<file path="src/rtl/icw_ocw_sequencer_pkg.sv">
// Shared definitions for the ICW/OCW command-word sequencer: state encoding
// and the bus bit positions used to select command words.
package icw_ocw_sequencer_pkg;

    typedef enum logic [2:0] {
        ST_UNINIT,
        ST_WAIT2,
        ST_WAIT3,
        ST_WAIT4,
        ST_READY
    } state_t;

    // A0 level selecting ICW1/OCW2/OCW3 versus ICW2-4/OCW1
    localparam logic A0_CMD  = 1'b0;
    localparam logic A0_DATA = 1'b1;

    localparam int unsigned D4_BIT = 4;  // ICW1 marker when A0=0
    localparam int unsigned D3_BIT = 3;  // OCW3 (1) versus OCW2 (0)
    localparam int unsigned D1_BIT = 1;  // SNGL in ICW1
    localparam int unsigned D0_BIT = 0;  // IC4 in ICW1

endpackage

</file>
<file path="src/rtl/strobe_edge_detect.sv">
// Registers wrN/csN and flags the cycle in which a chip-selected write
// strobe has just risen.
module strobe_edge_detect (
    input  logic clk,
    input  logic rst_n,
    input  logic csN,
    input  logic wrN,
    output logic accept
);

    logic wr_q;
    logic cs_q;

    // History resets to "not writing" so a strobe in flight at reset is dropped
    always_ff @(posedge clk or negedge rst_n) begin
        if (!rst_n) begin
            wr_q <= 1'b1;
            cs_q <= 1'b1;
        end else begin
            wr_q <= wrN;
            cs_q <= csN;
        end
    end

    assign accept = !wr_q && !cs_q && wrN;

endmodule

</file>
<file path="src/rtl/icw_ocw_sequencer.sv">
// Decodes CPU writes into ICW1-4 initialization and OCW1-3 operation command
// strobes, tracking the initialization sequence with a small state machine.
module icw_ocw_sequencer
    import icw_ocw_sequencer_pkg::*;
(
    input  logic       clk,
    input  logic       rst_n,
    input  logic       csN,
    input  logic       wrN,
    input  logic       rdN,
    input  logic       A0,
    input  logic [7:0] DIn,
    output logic [7:0] DBus,
    output logic       ICW1flag,
    output logic       ICW2flag,
    output logic       ICW3flag,
    output logic       ICW4flag,
    output logic       OCW1flag,
    output logic       OCW2flag,
    output logic       OCW3flag,
    output logic       rden,
    output logic       A0out,
    output logic       initDone
);

    state_t     state;
    logic       sngl;
    logic       ic4;
    logic       wr_accept;
    logic [7:0] din_q;
    logic       a0_q;

    strobe_edge_detect u_edge (
        .clk    (clk),
        .rst_n  (rst_n),
        .csN    (csN),
        .wrN    (wrN),
        .accept (wr_accept)
    );

    // Bus value and address from the last low cycle of the strobe
    always_ff @(posedge clk or negedge rst_n) begin
        if (!rst_n) begin
            din_q <= '0;
            a0_q  <= 1'b0;
        end else if (!wrN) begin
            din_q <= DIn;
            a0_q  <= A0;
        end
    end

    always_ff @(posedge clk or negedge rst_n) begin
        if (!rst_n) begin
            state    <= ST_UNINIT;
            sngl     <= 1'b0;
            ic4      <= 1'b0;
            DBus     <= '0;
            ICW1flag <= 1'b0;
            ICW2flag <= 1'b0;
            ICW3flag <= 1'b0;
            ICW4flag <= 1'b0;
            OCW1flag <= 1'b0;
            OCW2flag <= 1'b0;
            OCW3flag <= 1'b0;
            rden     <= 1'b0;
            A0out    <= 1'b0;
        end else begin
            ICW1flag <= 1'b0;
            ICW2flag <= 1'b0;
            ICW3flag <= 1'b0;
            ICW4flag <= 1'b0;
            OCW1flag <= 1'b0;
            OCW2flag <= 1'b0;
            OCW3flag <= 1'b0;
            rden     <= !csN && !rdN && wrN;
            A0out    <= A0;

            if (wr_accept) begin
                if (a0_q == A0_CMD && din_q[D4_BIT]) begin
                    ICW1flag <= 1'b1;
                    DBus     <= din_q;
                    sngl     <= din_q[D1_BIT];
                    ic4      <= din_q[D0_BIT];
                    state    <= ST_WAIT2;
                end else begin
                    case (state)
                        ST_WAIT2: if (a0_q == A0_DATA) begin
                            ICW2flag <= 1'b1;
                            DBus     <= din_q;
                            if (!sngl)
                                state <= ST_WAIT3;
                            else if (ic4)
                                state <= ST_WAIT4;
                            else
                                state <= ST_READY;
                        end
                        ST_WAIT3: if (a0_q == A0_DATA) begin
                            ICW3flag <= 1'b1;
                            DBus     <= din_q;
                            state    <= ic4 ? ST_WAIT4 : ST_READY;
                        end
                        ST_WAIT4: if (a0_q == A0_DATA) begin
                            ICW4flag <= 1'b1;
                            DBus     <= din_q;
                            state    <= ST_READY;
                        end
                        ST_READY: begin
                            DBus <= din_q;
                            if (a0_q == A0_DATA)
                                OCW1flag <= 1'b1;
                            else if (!din_q[D3_BIT])
                                OCW2flag <= 1'b1;
                            else
                                OCW3flag <= 1'b1;
                        end
                        default: ;
                    endcase
                end
            end
        end
    end

    assign initDone = (state == ST_READY);

endmodule

</file>
<file path="config.mk">
export PLATFORM = sky130hd
export DESIGN_NAME = icw_ocw_sequencer
export DESIGN_NICKNAME = d
export VERILOG_FILES = /design/src/rtl/icw_ocw_sequencer_pkg.sv /design/src/rtl/strobe_edge_detect.sv /design/src/rtl/icw_ocw_sequencer.sv
export SDC_FILE = /design/constraint.sdc
export NUM_CORES = 1
export LEC_CHECK = 0
export CAP_MARGIN = 20
export CORE_MARGIN = 1.5
export CORE_UTILIZATION = 52
export DETAILED_ROUTE_END_ITERATION = 8
export PLACE_DENSITY = 0.84
export SLEW_MARGIN = 10
export SYNTH_ARGS = -nofsm -noshare
export SYNTH_HDL_FRONTEND = slang
export SYNTH_SLANG_ARGS = --single-unit
</file>
<file path="constraint.sdc">
create_clock -name clk -period 3.8 [get_ports clk]
set_clock_uncertainty 0.2 [all_clocks]
set_input_delay 0.57 -clock clk [delete_from_list [all_inputs] [get_ports clk]]
set_output_delay 0.57 -clock clk [all_outputs]
set_load 0.05 [all_outputs]
</file>
==> impl_metrics.json, run 1 <==
{
  "syn2layout_area_growth_pct": 31.8,
  "io_buffers": 31,
  "regArea_um2": 828,
  "end_kind": "output port",
  "hold_slack_ps": 295,
  "cts.clk_slew.worst_paths_ps": 100,
  "insertedDiodeCount": 0,
  "fillerInstances": 180,
  "instances_no_fill": 166,
  "max-slew-margin-rel": 0.644,
  "synth_xor_area_frac": 0,
  "hold_viol_final": 0,
  "cp-start-kind": "register",
  "grt_pass1_wl_um": 4040,
  "drv_slew": 0,
  "gr-total-overflow": 0,
  "post_cts_resized": 0,
  "finalInstanceArea_um2": 1760,
  "initial_core_util": 0.544,
  "rsz0062_at_grt": "false",
  "drcViolationCount": 0,
  "tightest_slew_ps": 532,
  "post-place-ws_ps": 1030,
  "path_max_fanout": 10,
  "dp_cells": 158,
  "period_needed_ps": 2860,
  "cts_htree_levels": 2,
  "synth_mux_area_frac": 0.152,
  "syn_avg_cell_area_um2": 13.5,
  "placed_area_um2": 1670,
  "status": "finished, final reports clean",
  "hold_buffers": 0,
  "clk_latency_ps": 340,
  "antenna_found_initial": 0,
  "hold_class": "reg2reg",
  "gp_congestion": 0.819,
  "via_count": 907,
  "synth_fa_ha_area_frac": 0,
  "grt_max_degree": 34,
  "fin_tns_setup_ps": 0,
  "ant_nets": 0,
  "synth_top_family_by_area": "multiplexers",
  "finalSetupViolCount": 0,
  "via_per_inst": 5.46,
  "worstPathArrival_ps": 2090,
  "cts_made_buffers": 5,
  "leakage_nw": 0.742,
  "layout.nets": 149,
  "die_h_um": 53.7,
  "ctsLongestPathBuffers": 2,
  "place_hpwl_um": 1770,
  "cts_tree": "built",
  "wirelength_um": 2520,
  "clock-root-buffer": "clkbuf_4",
  "cts.sinks": 33,
  "critical_path_required_ps": 3030,
  "crit_type": "reg2out",
  "multi_input_area_um2": 478,
  "cts_setup_buffers": 0,
  "die_w_um": 53.7,
  "power_mw": 1.20,
  "drive_gt1_frac": 0.243,
  "dieArea_um2": 2880,
  "first_pass_iters": 4,
  "netlist_instances": 99,
  "rows": 18,
  "core_area_um2": 2450,
  "fmax_ghz": 0.350,
  "syn_area_um2": 1340,
  "yosysWarnings": 0,
  "synth-compound-area-share": 0.0824,
  "yosys.area_share.simple": 0.124,
  "ys_seq_area_frac": 0.620,
  "ys_seq_elements": 33,
  "wl_per_cell_um": 15.2,
  "ir_worst_vdd_mv": 0.776,
  "setup_ws_ps": 942,
  "fin_util": 0.718,
  "cap_violations": 0,
  "power.density_nw_per_um2": 681,
  "period_share": 0.752,
  "layout_common_cells": "dfrtp_1 (31), clkdlybuf4s50_1 (31), mux2_2 (18)",
  "syn_nets": 113,
  "yosysUniqueCellTypes": 27,
  "drtIter0Drc": 13,
  "track_usage": 0.213,
  "grt_pass1_vias": 895,
  "io_pins": 32,
  "largestRegisters": "DBus: 8 flops, din_q: 8 flops, state: 3 flops"
}
final timing paths:
kind / end / slack (ps) / startpoint / cells after the start
worst max-delay path: initDone / 940 / state[0]$_DFFE_PN0P_ / 2
worst min-delay path: OCW2flag$_DFF_PN0_ / 300 / din_q[3]$_DFFE_PN0N_ / 1
worst max register to register: DBus[0]$_DFFE_PN0P_ / 1850 / state[1]$_DFFE_PN0P_ / 4
worst min register to register: OCW2flag$_DFF_PN0_ / 300 / din_q[3]$_DFFE_PN0N_ / 1
max in group asynchronous: u_edge.cs_q$_DFF_PN1_ / 2650 / rst_n / 2
min in group asynchronous: rden$_DFF_PN0_ / 430 / rst_n / 2
layer usage:
metal	track usage	part of all wire	wire [um]
met5	0	0	0
met2	0.354	0.53	1330
met4	0.124	0.027	68
met1	0.228	0.38	965
met3	0.0833	0.062	156
kinds of logic (layout without fill, tap and decap cells):
| family | Yosys count | count (layout) |
|---|---|---|
| buf+inv | 6 | 43 |
| flops | 33 | 33 |
| simple gates | 27 | 27 |
| mux | 18 | 18 |
| compound gates | 15 | 15 |
final cells by class:
type                            instances  share of cell area
Clock buffer                            6              0.0291
Clock inverter                          2              0.0213
Inverter                                3             0.00639
Multi-Input combinational cell         60               0.271
Sequential cell                        33               0.470
Tap cell                               30              0.0213
Timing Repair Buffer                   32               0.180
cells in the mapped netlist (all sizes together):
master | count | area [um2]
nand3 | 1 | 5.00
clkbuf | 2 | 7.51
o21ai | 3 | 15.0
and2 | 1 | 6.26
nand2 | 4 | 15.0
o41ai | 2 | 17.5
nor3b | 2 | 26.3
inv | 3 | 11.3
nor2b | 4 | 25.0
o221ai | 1 | 8.76
buf | 1 | 11.3
nor4 | 3 | 18.8
nand2b | 2 | 12.5
nor4b | 1 | 8.76
and3 | 1 | 6.26
dfstp | 2 | 52.6
mux2 | 18 | 203
dfrtp | 31 | 776
a21oi | 5 | 25.0
a31oi | 1 | 6.26
nor3 | 1 | 10.0
or3b | 1 | 8.76
o31ai | 2 | 28.8
nor2 | 6 | 22.5
a2111oi | 1 | 8.76
critical path: stages, from the launching register on:
cell	delay, ps
dfrtp_1	510
nor3_2	370
clkdlybuf4s50_1	870
where the power goes:
part | switching (mW) | internal [mW]
registers | 0.0798 | 0.426
logic | 0.258 | 0.162
clock network | 0.118 | 0.156
total | 0.455 | 0.745
Note: power is estimated with default switching activity, not from simulation.
==> inputs of run 2 (changes only) <==
- CORE_UTILIZATION: 52 -> 43
- PLACE_DENSITY: 0.84 -> 0.74
- clock period: 3.8 -> 2.48 ns (I/O delays scaled with it)
==> impl_metrics.json, run 2 (same netlist as run 1, synthesis figures left out) <==
{
  "clock_power_share": 0.165,
  "leakage_nw": 0.734,
  "switching_share": 0.398,
  "gr-total-overflow": 0,
  "hold_slack_ps": 241,
  "drtIter0Drc": 18,
  "power_frac_seq": 0.457,
  "via_per_inst": 5.40,
  "critPathTopFamily": "buffers and inverters",
  "rows": 20,
  "die_h_um": 58.7,
  "cts.sinks": 33,
  "ctsLongestPathBuffers": 2,
  "cap_violations": 0,
  "crit_chain": "clkdlybuf4s50_1",
  "ir_worst_vdd_mv": 0.521,
  "track_usage": 0.153,
  "wirelength_um": 2340,
  "hold_buffers": 0,
  "cts_setup_buffers": 0,
  "io_pins": 32,
  "layout.nets": 150,
  "fmax_ghz": 0.474,
  "post_cts_resized": 0,
  "drcViolationCount": 0,
  "grt_pass1_vias": 887,
  "grt_pass1_wl_um": 3840,
  "power.density_nw_per_um2": 972,
  "internal-power_mw": 1.01,
  "power_mw": 1.68,
  "critPathMaxStageDelay_ps": 820,
  "insertedDiodeCount": 0,
  "core_area_um2": 3000,
  "largestRegisters": "DBus: 8 flops, din_q: 8 flops, state: 3 flops",
  "first_pass_iters": 4,
  "r2r_slack_ps": 590,
  "cts_made_buffers": 5,
  "p_comb_frac": 0.379,
  "syn2layout_area_growth_pct": 29.6,
  "via_count": 918,
  "tightest_slew_ps": 505,
  "reg2reg_depth": 4,
  "period_share": 0.850,
  "setup_ws_ps": 372,
  "cts.clk_slew.worst_paths_ps": 100,
  "period_needed_ps": 2110,
  "timing.rr.end": "DBus[6]$_DFFE_PN0P_",
  "fin_tns_setup_ps": 0,
  "gp_congestion": 0.798,
  "drv_slew": 0,
  "wl_per_cell_um": 13.8,
  "hold_class": "in2async",
  "max-slew-margin-rel": 0.662,
  "ant_nets": 0,
  "cp_slowest_cell": "clkdlybuf4s50_1",
  "clock-root-buffer": "clkbuf_4",
  "path_max_fanout": 4,
  "drive_gt1_frac": 0.241,
  "place_hpwl_um": 1660,
  "cts_htree_levels": 2,
  "hold_viol_final": 0,
  "critical_path_required_ps": 1910,
  "switchingPower_mw": 0.670,
  "dieArea_um2": 3450,
  "cp-start-kind": "register",
  "rsz0062_at_grt": "false",
  "status": "finished, final reports clean",
  "r2r-start": "state[1]$_DFFE_PN0P_",
  "io_buffers": 31,
  "layout_common_cells": "dfrtp_1 (31), clkdlybuf4s50_1 (30), mux2_2 (18)",
  "instances_no_fill": 170,
  "dp_cells": 162,
  "grt_max_degree": 34,
  "post-place-ws_ps": 275,
  "antenna_found_initial": 0,
  "worstPathArrival_ps": 1540,
  "crit_type": "reg2out",
  "finalSetupViolCount": 0,
  "clk_latency_ps": 320,
  "initial_core_util": 0.445,
  "path_buf_inv": 1,
  "die_w_um": 58.7,
  "end_kind": "output port",
  "final_common_cell": "dfrtp_1",
  "cts_tree": "built"
}
## run 2: cell count changes in the layout (fill, tap and decap cells not counted)
cell / change
buf_4: +2
clkdlybuf4s50_1: -1
clkbuf_8: -1
clkinv_2: +1
clkinvlp_4: -1
clkbuf_1: +2
bufinv_16: -1
## run 2: per-layer routing
layer | GRT usage | vias to the layer above | routed length (um)
li1 | - | 429 | -
met1 | 0.165 | 443 | 944
met2 | 0.256 | 42 | 1180
met3 | 0.0747 | 4 | 185
met4 | 0.0617 | 0 | 31
met5 | 0 | - | 0
## run 2: worst max path at each step
stage | endpoint | slack, ps | start | depth (start not counted)
6_report | DBus[4] | 370 | DBus[4]$_DFFE_PN0P_ | 1
5_1_grt | DBus[4] | 310 | DBus[4]$_DFFE_PN0P_ | 1
4_1_cts | DBus[4] | 340 | DBus[4]$_DFFE_PN0P_ | 1
3_5_place_dp | DBus[4]$_DFFE_PN0P_ | 280 | wrN | 4
3_3_place_gp | OCW2flag$_DFF_PN0_ | 370 | wrN | 5
2_1_floorplan | DBus[0]$_DFFE_PN0P_ | 360 | state[0]$_DFFE_PN0P_ | 4
## run 2: final cells by class
class,count,area [um2]
multi-input cells,60,478
fillers,262,1270
repair buffers,33,323
inverters,3,11.3
clock inverters,1,5.00
clock buffers,7,45.0
well taps,33,41.3
flip-flops and latches,33,828
## run 2: through the flow
step	instance area [um2]	utilization
after floorplan	1340	-
after global placement	1680	0.560
after detailed placement	1680	0.560
after CTS	1730	0.577
after global routing	1730	0.577
final	1730	0.577
## run 2: power groups by stage
stage          logic (mW)  clock network (mW)  registers (mW)
2_1_floorplan       0.235                   0           0.973
3_3_place_gp        0.625                   0           0.774
3_5_place_dp        0.640                   0           0.777
4_1_cts             0.644               0.292           0.769
5_1_grt             0.672               0.315           0.790
6_report            0.637               0.277           0.768
